### config.mk
export PLATFORM = sky130hd
export DESIGN_NAME = regfile_dump_reader_flat
export DESIGN_NICKNAME = d
export VERILOG_FILES = /design/src/rtl/rv_debug_pkg.sv /design/src/rtl/regfile_dump_reader_if.sv /design/src/rtl/regfile_dump_reader.sv /design/src/flat_wrapper.sv
export SDC_FILE = /design/constraint.sdc
export NUM_CORES = 1
export LEC_CHECK = 0
export ABC_CLOCK_PERIOD_IN_PS = 3900
export BUFFER_PORTS_ARGS = -buffer_cell sky130_fd_sc_hd__clkbuf_2
export CAP_MARGIN = 25
export CORE_MARGIN = 8
export CORE_UTILIZATION = 50
export DETAILED_ROUTE_END_ITERATION = 10
export HOLD_SLACK_MARGIN = 0.1
export PLACE_DENSITY = 0.93
export SYNTH_ARGS = -nofsm -noshare
export SYNTH_HDL_FRONTEND = slang
export SYNTH_SLANG_ARGS = --single-unit
export TNS_END_PERCENT = 1
### constraint.sdc
create_clock -name clk -period 3.9 [get_ports clk]
set_clock_uncertainty 0.1 [all_clocks]
set_input_delay 0.195 -clock clk [delete_from_list [all_inputs] [get_ports clk]]
set_output_delay 0.195 -clock clk [all_outputs]
set_load 0.02 [all_outputs]
### src/rtl/rv_debug_pkg.sv
// rv_debug_pkg: shared debug-path types and constants (dump FSM states, register index type)
package rv_debug_pkg;
  localparam int REG_ADDR_W = 5;
  localparam int XLEN = 32;
  localparam int NUM_REGS = 32;
  typedef logic [REG_ADDR_W-1:0] reg_idx_t;
  typedef enum logic [1:0] {IDLE, FETCH, SEND, DONE} dump_state_t;
endpackage

### src/rtl/regfile_dump_reader_if.sv
// regfile_dump_reader_if: dump beat stream (valid/ready, data, index, last); master drives beats, slave drives ready
interface regfile_dump_reader_if
  import rv_debug_pkg::*;
#(
  parameter int DATA_W = XLEN,
  parameter int ADDR_W = REG_ADDR_W
);
  logic valid;
  logic ready;
  logic last;
  logic [DATA_W-1:0] data;
  logic [ADDR_W-1:0] index;
  modport master(output valid, data, index, last, input ready);
  modport slave(input valid, data, index, last, output ready);
endinterface

### src/rtl/regfile_dump_reader.sv
// regfile_dump_reader: walks a register index range, reads the bank and streams (index, data, last) beats
// ports: clk, rst_n (sync active-low), start/first_reg/last_reg request, rd_addr/rd_data bank read,
//        busy (core stall request), done (pulse after final beat), stream (beat output, master side)
module regfile_dump_reader
  import rv_debug_pkg::*;
#(
  parameter int DATA_W = XLEN,
  parameter int ADDR_W = REG_ADDR_W,
  parameter int NUM_REGS = rv_debug_pkg::NUM_REGS
) (
  input  logic clk,
  input  logic rst_n,
  input  logic start,
  input  logic [ADDR_W-1:0] first_reg,
  input  logic [ADDR_W-1:0] last_reg,
  output logic [ADDR_W-1:0] rd_addr,
  input  logic [DATA_W-1:0] rd_data,
  output logic busy,
  output logic done,
  regfile_dump_reader_if.master stream
);
  dump_state_t state, state_nx;
  logic [ADDR_W-1:0] idx, end_idx, idx_nx;
  logic fire;
  assign fire = stream.valid && stream.ready;
  // index wraps NUM_REGS-1 -> 0 so a range with last < first walks through the top of the bank
  assign idx_nx = (idx == ADDR_W'(NUM_REGS - 1)) ? '0 : idx + 1'b1;
  always_ff @(posedge clk) begin
    if (!rst_n) state <= IDLE;
    else state <= state_nx;
  end
  always_comb begin
    state_nx = (state == IDLE)  ? (start ? FETCH : IDLE) :
               (state == FETCH) ? SEND :
               (state == SEND)  ? (fire ? (stream.last ? DONE : FETCH) : SEND) :
                                  IDLE;
    busy = (state == FETCH) || (state == SEND);
    done = (state == DONE);
    rd_addr = busy ? idx : '0;
  end
  always_ff @(posedge clk) begin
    if (!rst_n) begin
      idx <= '0;
      end_idx <= '0;
      stream.valid <= 1'b0;
      stream.data <= '0;
      stream.index <= '0;
      stream.last <= 1'b0;
    end else begin
      if (state == IDLE && start) begin
        idx <= first_reg;
        end_idx <= last_reg;
      end
      if (state == FETCH) begin
        stream.data <= rd_data;
        stream.index <= idx;
        stream.last <= (idx == end_idx);
        stream.valid <= 1'b1;
      end
      if (state == SEND && fire) begin
        stream.valid <= 1'b0;
        if (!stream.last) idx <= idx_nx;
      end
    end
  end
endmodule

### src/flat_wrapper.sv
// flat-port wrapper written by rule: the top's interface ports become plain ports
module regfile_dump_reader_flat import rv_debug_pkg::*;
#(
  parameter int DATA_W = XLEN,
  parameter int ADDR_W = REG_ADDR_W,
  parameter int NUM_REGS = rv_debug_pkg::NUM_REGS
)
  (clk, rst_n, start, first_reg, last_reg, rd_addr, rd_data, busy, done, stream_valid, stream_data, stream_index, stream_last, stream_ready);
  regfile_dump_reader_if #(.DATA_W(DATA_W), .ADDR_W(ADDR_W)) stream_i ();
  input  logic clk;
  input  logic rst_n;
  input  logic start;
  input  logic [ADDR_W-1:0] first_reg;
  input  logic [ADDR_W-1:0] last_reg;
  output logic [ADDR_W-1:0] rd_addr;
  input  logic [DATA_W-1:0] rd_data;
  output logic busy;
  output logic done;
  output wire logic [$bits(stream_i.valid)-1:0] stream_valid;
  output wire logic [$bits(stream_i.data)-1:0] stream_data;
  output wire logic [$bits(stream_i.index)-1:0] stream_index;
  output wire logic [$bits(stream_i.last)-1:0] stream_last;
  input wire logic [$bits(stream_i.ready)-1:0] stream_ready;
  assign stream_valid = stream_i.valid;
  assign stream_data = stream_i.data;
  assign stream_index = stream_i.index;
  assign stream_last = stream_i.last;
  assign stream_i.ready = stream_ready;
  regfile_dump_reader #(.DATA_W(DATA_W), .ADDR_W(ADDR_W), .NUM_REGS(NUM_REGS)) u_core (.clk(clk), .rst_n(rst_n), .start(start), .first_reg(first_reg), .last_reg(last_reg), .rd_addr(rd_addr), .rd_data(rd_data), .busy(busy), .done(done), .stream(stream_i));
endmodule
==> key figures <==
Floorplan
  • Die W: 80.4 um
  • IO Pins: 92
  • Die area: 6460 sq um
  • Die height: 80.4 um
  • # rows: 23
  • Initial Utilization: 51.8%
  • Core Area: 4000 sq um

Clock tree
  • Post CTS Setup Buffer Count: 0
  • Post-CTS Hold Buffers: 42
  • Clk_lat worst skew: 0.30 ns
  • Root Buffer: clkbuf_8
  • H-tree Lvls: 2
  • CTS tree: done
  • CTS max path bufs: 2
  • Clock transition at path regs: 0.09 ns
  • Total CTS buffers: 5
  • CTS resizes: 0
  • Clk sinks: 51

Setup path
  • Critical path's slowest cell: dlygate4sd3_1
  • R2R depth: 6
  • Worst path cell trace: inv_1, ha_2, buf_12, o21ai_0, a31oi_1, dlygate4sd3_1
  • WP data required: 4.04 ns
  • CP delay by family, top: buffers and inverters
  • Critical Path End Type: flop
  • R2R Setup Slk: 1.72 ns
  • CP Class: flop to flop
  • Crit Path Max Fanout: 29
  • Arr. time, crit path: 2.32 ns
  • Startpoint Class: flop
  • FF-to-FF Start: u_core.state[1]$_SDFF_PP0_
  • Crit path capture: u_core.stream.valid$_SDFFE_PP0P_
  • CP Buf/Inv Count: 3
  • Critical path launch point: u_core.state[1]$_SDFF_PP0_
  • RR Endpoint: u_core.stream.valid$_SDFFE_PP0P_
  • Slowest stage delay, CP: 0.57 ns
  • CP Depth: 6

Layout
  • Largest register by flop count: u_core.stream.data
  • NumNets Final: 392
  • Layout cells sized above 1: 30.5%
  • Fin cells: 393
  • Max reg flops: 32
  • Synthesis-to-layout area growth: 50.0%
  • Filler cells: 262

Timing
  • Post-route setup slack: 1.72 ns
  • Hold Slack: 0.118 ns
  • Fmax achieved: 0.459 GHz
  • Tmin final: 2.18 ns
  • Final setup viols: 0
  • RSZ-0062 raised after global routing: false
  • Fin crit share: 55.9%
  • Least-Margin Pin Slew: 0.815 ns
  • Max-slew violation count: 0
  • Rel. slew slack: 45.6%
  • Fin. Hold Viols: 0
  • Setup TNS: 0 ns

Route
  • Initial DRT Pass Iterations: 6
  • Via/cell ratio: 5.03
  • Routed Antenna Nets: 0
  • First-iteration detailed-routing DRC count: 77
  • Via count: 1,977
  • Wire per inst: 15.5 um
  • # DRC: 0
  • Total Wirelength: 6090 um

Hold path
  • HP Class: input pin to flop
  • Min-Delay Path Depth: 2

Logic synthesis
  • Synth Warn #: 0
  • Post-synth top cells: dfxtp_1 (51), nor2_1 (40), mux2i_1 (37)
  • Syn nets: 263
  • Netlist Area Pre-Place: 2070 sq um
  • Top cell type's share of synthesized area: 49.2%
  • Count of different cell masters after synthesis: 29
  • Mapped Cells: 211
  • Sequential fraction of the synthesis area: 49.2%
  • Post-synth ARST share: 0%
  • Mean post-synth cell area: 9.83 sq um
  • Post-synthesis register bit count: 51
  • Dominant cell type by area after synthesis: dfxtp_1
  • Most frequent cell after synthesis: dfxtp_1
  • Top post-synthesis cells by area: dfxtp_1 (49%), mux2i_1 (18%), nor2_1 (7.2%)
  • Commonest register cell after synthesis: dfxtp_1
  • Number of synthesized flops with an enable pin: 0

GRT
  • Vias in the first global route: 2,074
  • Total grt overflow: 0
  • First-pass GRT wire length: 9670 um
  • GRT Total Usage: 19.0%
  • Initial antenna violation count: 0
  • Largest net degree at the start of global routing: 50

Pwr
  • Max rail drop VDD: 0.371 mV
  • Power Density: 382 nW/um^2
  • Leak pwr: 1.44 nW

Outcome
  • Status: complete, no violations

Placement
  • Placed cell count: 341
  • DP Worst Slack: 2.20 ns
  • Detail Placement HPWL: 3740 um
  • Routability cong.: 0.739
  • PortBufs: 91

Flow run
  • Max-cap violations: 0
## cells in the final DEF, fill, tap and decap left out, drive strengths merged, types with 3 or more instances in the layout
cell type	synthesis	final
xnor2	6	6
o21ai	3	3
nor2	40	40
inv	4	4
a311oi	3	3
ha	6	6
mux2i	37	37
dlygate4sd3	0	42
a21oi	9	9
nand2	17	17
clkbuf	4	97
dfxtp	51	51
and2	6	6
## worst reg2reg max path, stage by stage (launching register included)
cell and delay (ns):
dfxtp_1 0.34, inv_1 0.09, ha_2 0.48, buf_12 0.28
o21ai_0 0.12, a31oi_1 0.16, dlygate4sd3_1 0.57
## power by group
part	switching [mW]	internal (mW)
sequential	0.0208	0.546
combinational	0.0988	0.0978
clock	0.167	0.256
## cells by family (layout without fill, tap and decap cells)
logic type	count (synthesis)	after routing	share of synthesized area, %
simple gates	75	75	16.6
flops	51	51	49.2
mux	38	38	18.6
compound gates	18	18	5.31
buf+inv	16	146	3.68
xor+xnor	7	7	2.96
fa+ha+maj	6	6	3.62
other cells	0	2	0
## worst min path at each step
stage	start	end	slack (ns)
floorplan	stream_ready	u_core.stream.valid$_SDFFE_PP0P_	0.21
global placement	last_reg[4]	u_core.end_idx[4]$_SDFFE_PN0N_	0.32
detailed placement	last_reg[1]	u_core.end_idx[1]$_SDFFE_PN0N_	0.32
CTS	rst_n	u_core.stream.last$_SDFFE_PN0P_	0.11
global route	rst_n	u_core.idx[3]$_SDFF_PN0_	0.13
finish	rst_n	u_core.idx[3]$_SDFF_PN0_	0.12
## routing by layer
| metal | vias up | wire length, um | track usage, % |
|---|---|---|---|
| met5 | - | 0 | 0 |
| met4 | 0 | 212 | 11.5 |
| met3 | 21 | 407 | 5.36 |
| met2 | 71 | 3230 | 33.5 |
| met1 | 915 | 2230 | 19.4 |
| li1 | 970 | - | - |
## final cells by class
class / count / area, sq um / share of cell area, %
inverters: 4 / 15.0 / 0.483
multi-input cells: 144 / 978 / 31.5
repair buffers: 134 / 896 / 28.8
clock inverters: 2 / 60.1 / 1.93
diodes: 2 / 5.00 / 0.161
clock buffers: 6 / 72.6 / 2.33
flip-flops and latches: 51 / 1020 / 32.8
well taps: 50 / 62.6 / 2.01
## metrics by stage
step,power (mW),area [sq um],utilization [%]
after floorplan,0.677,2070,-
after global placement,0.731,2530,63.3
after detailed placement,0.737,2550,63.8
after CTS,1.19,3110,77.6
after global routing,1.23,3110,77.6
final,1.19,3110,77.8
No activity file was read; power rests on OpenSTA's default activity.
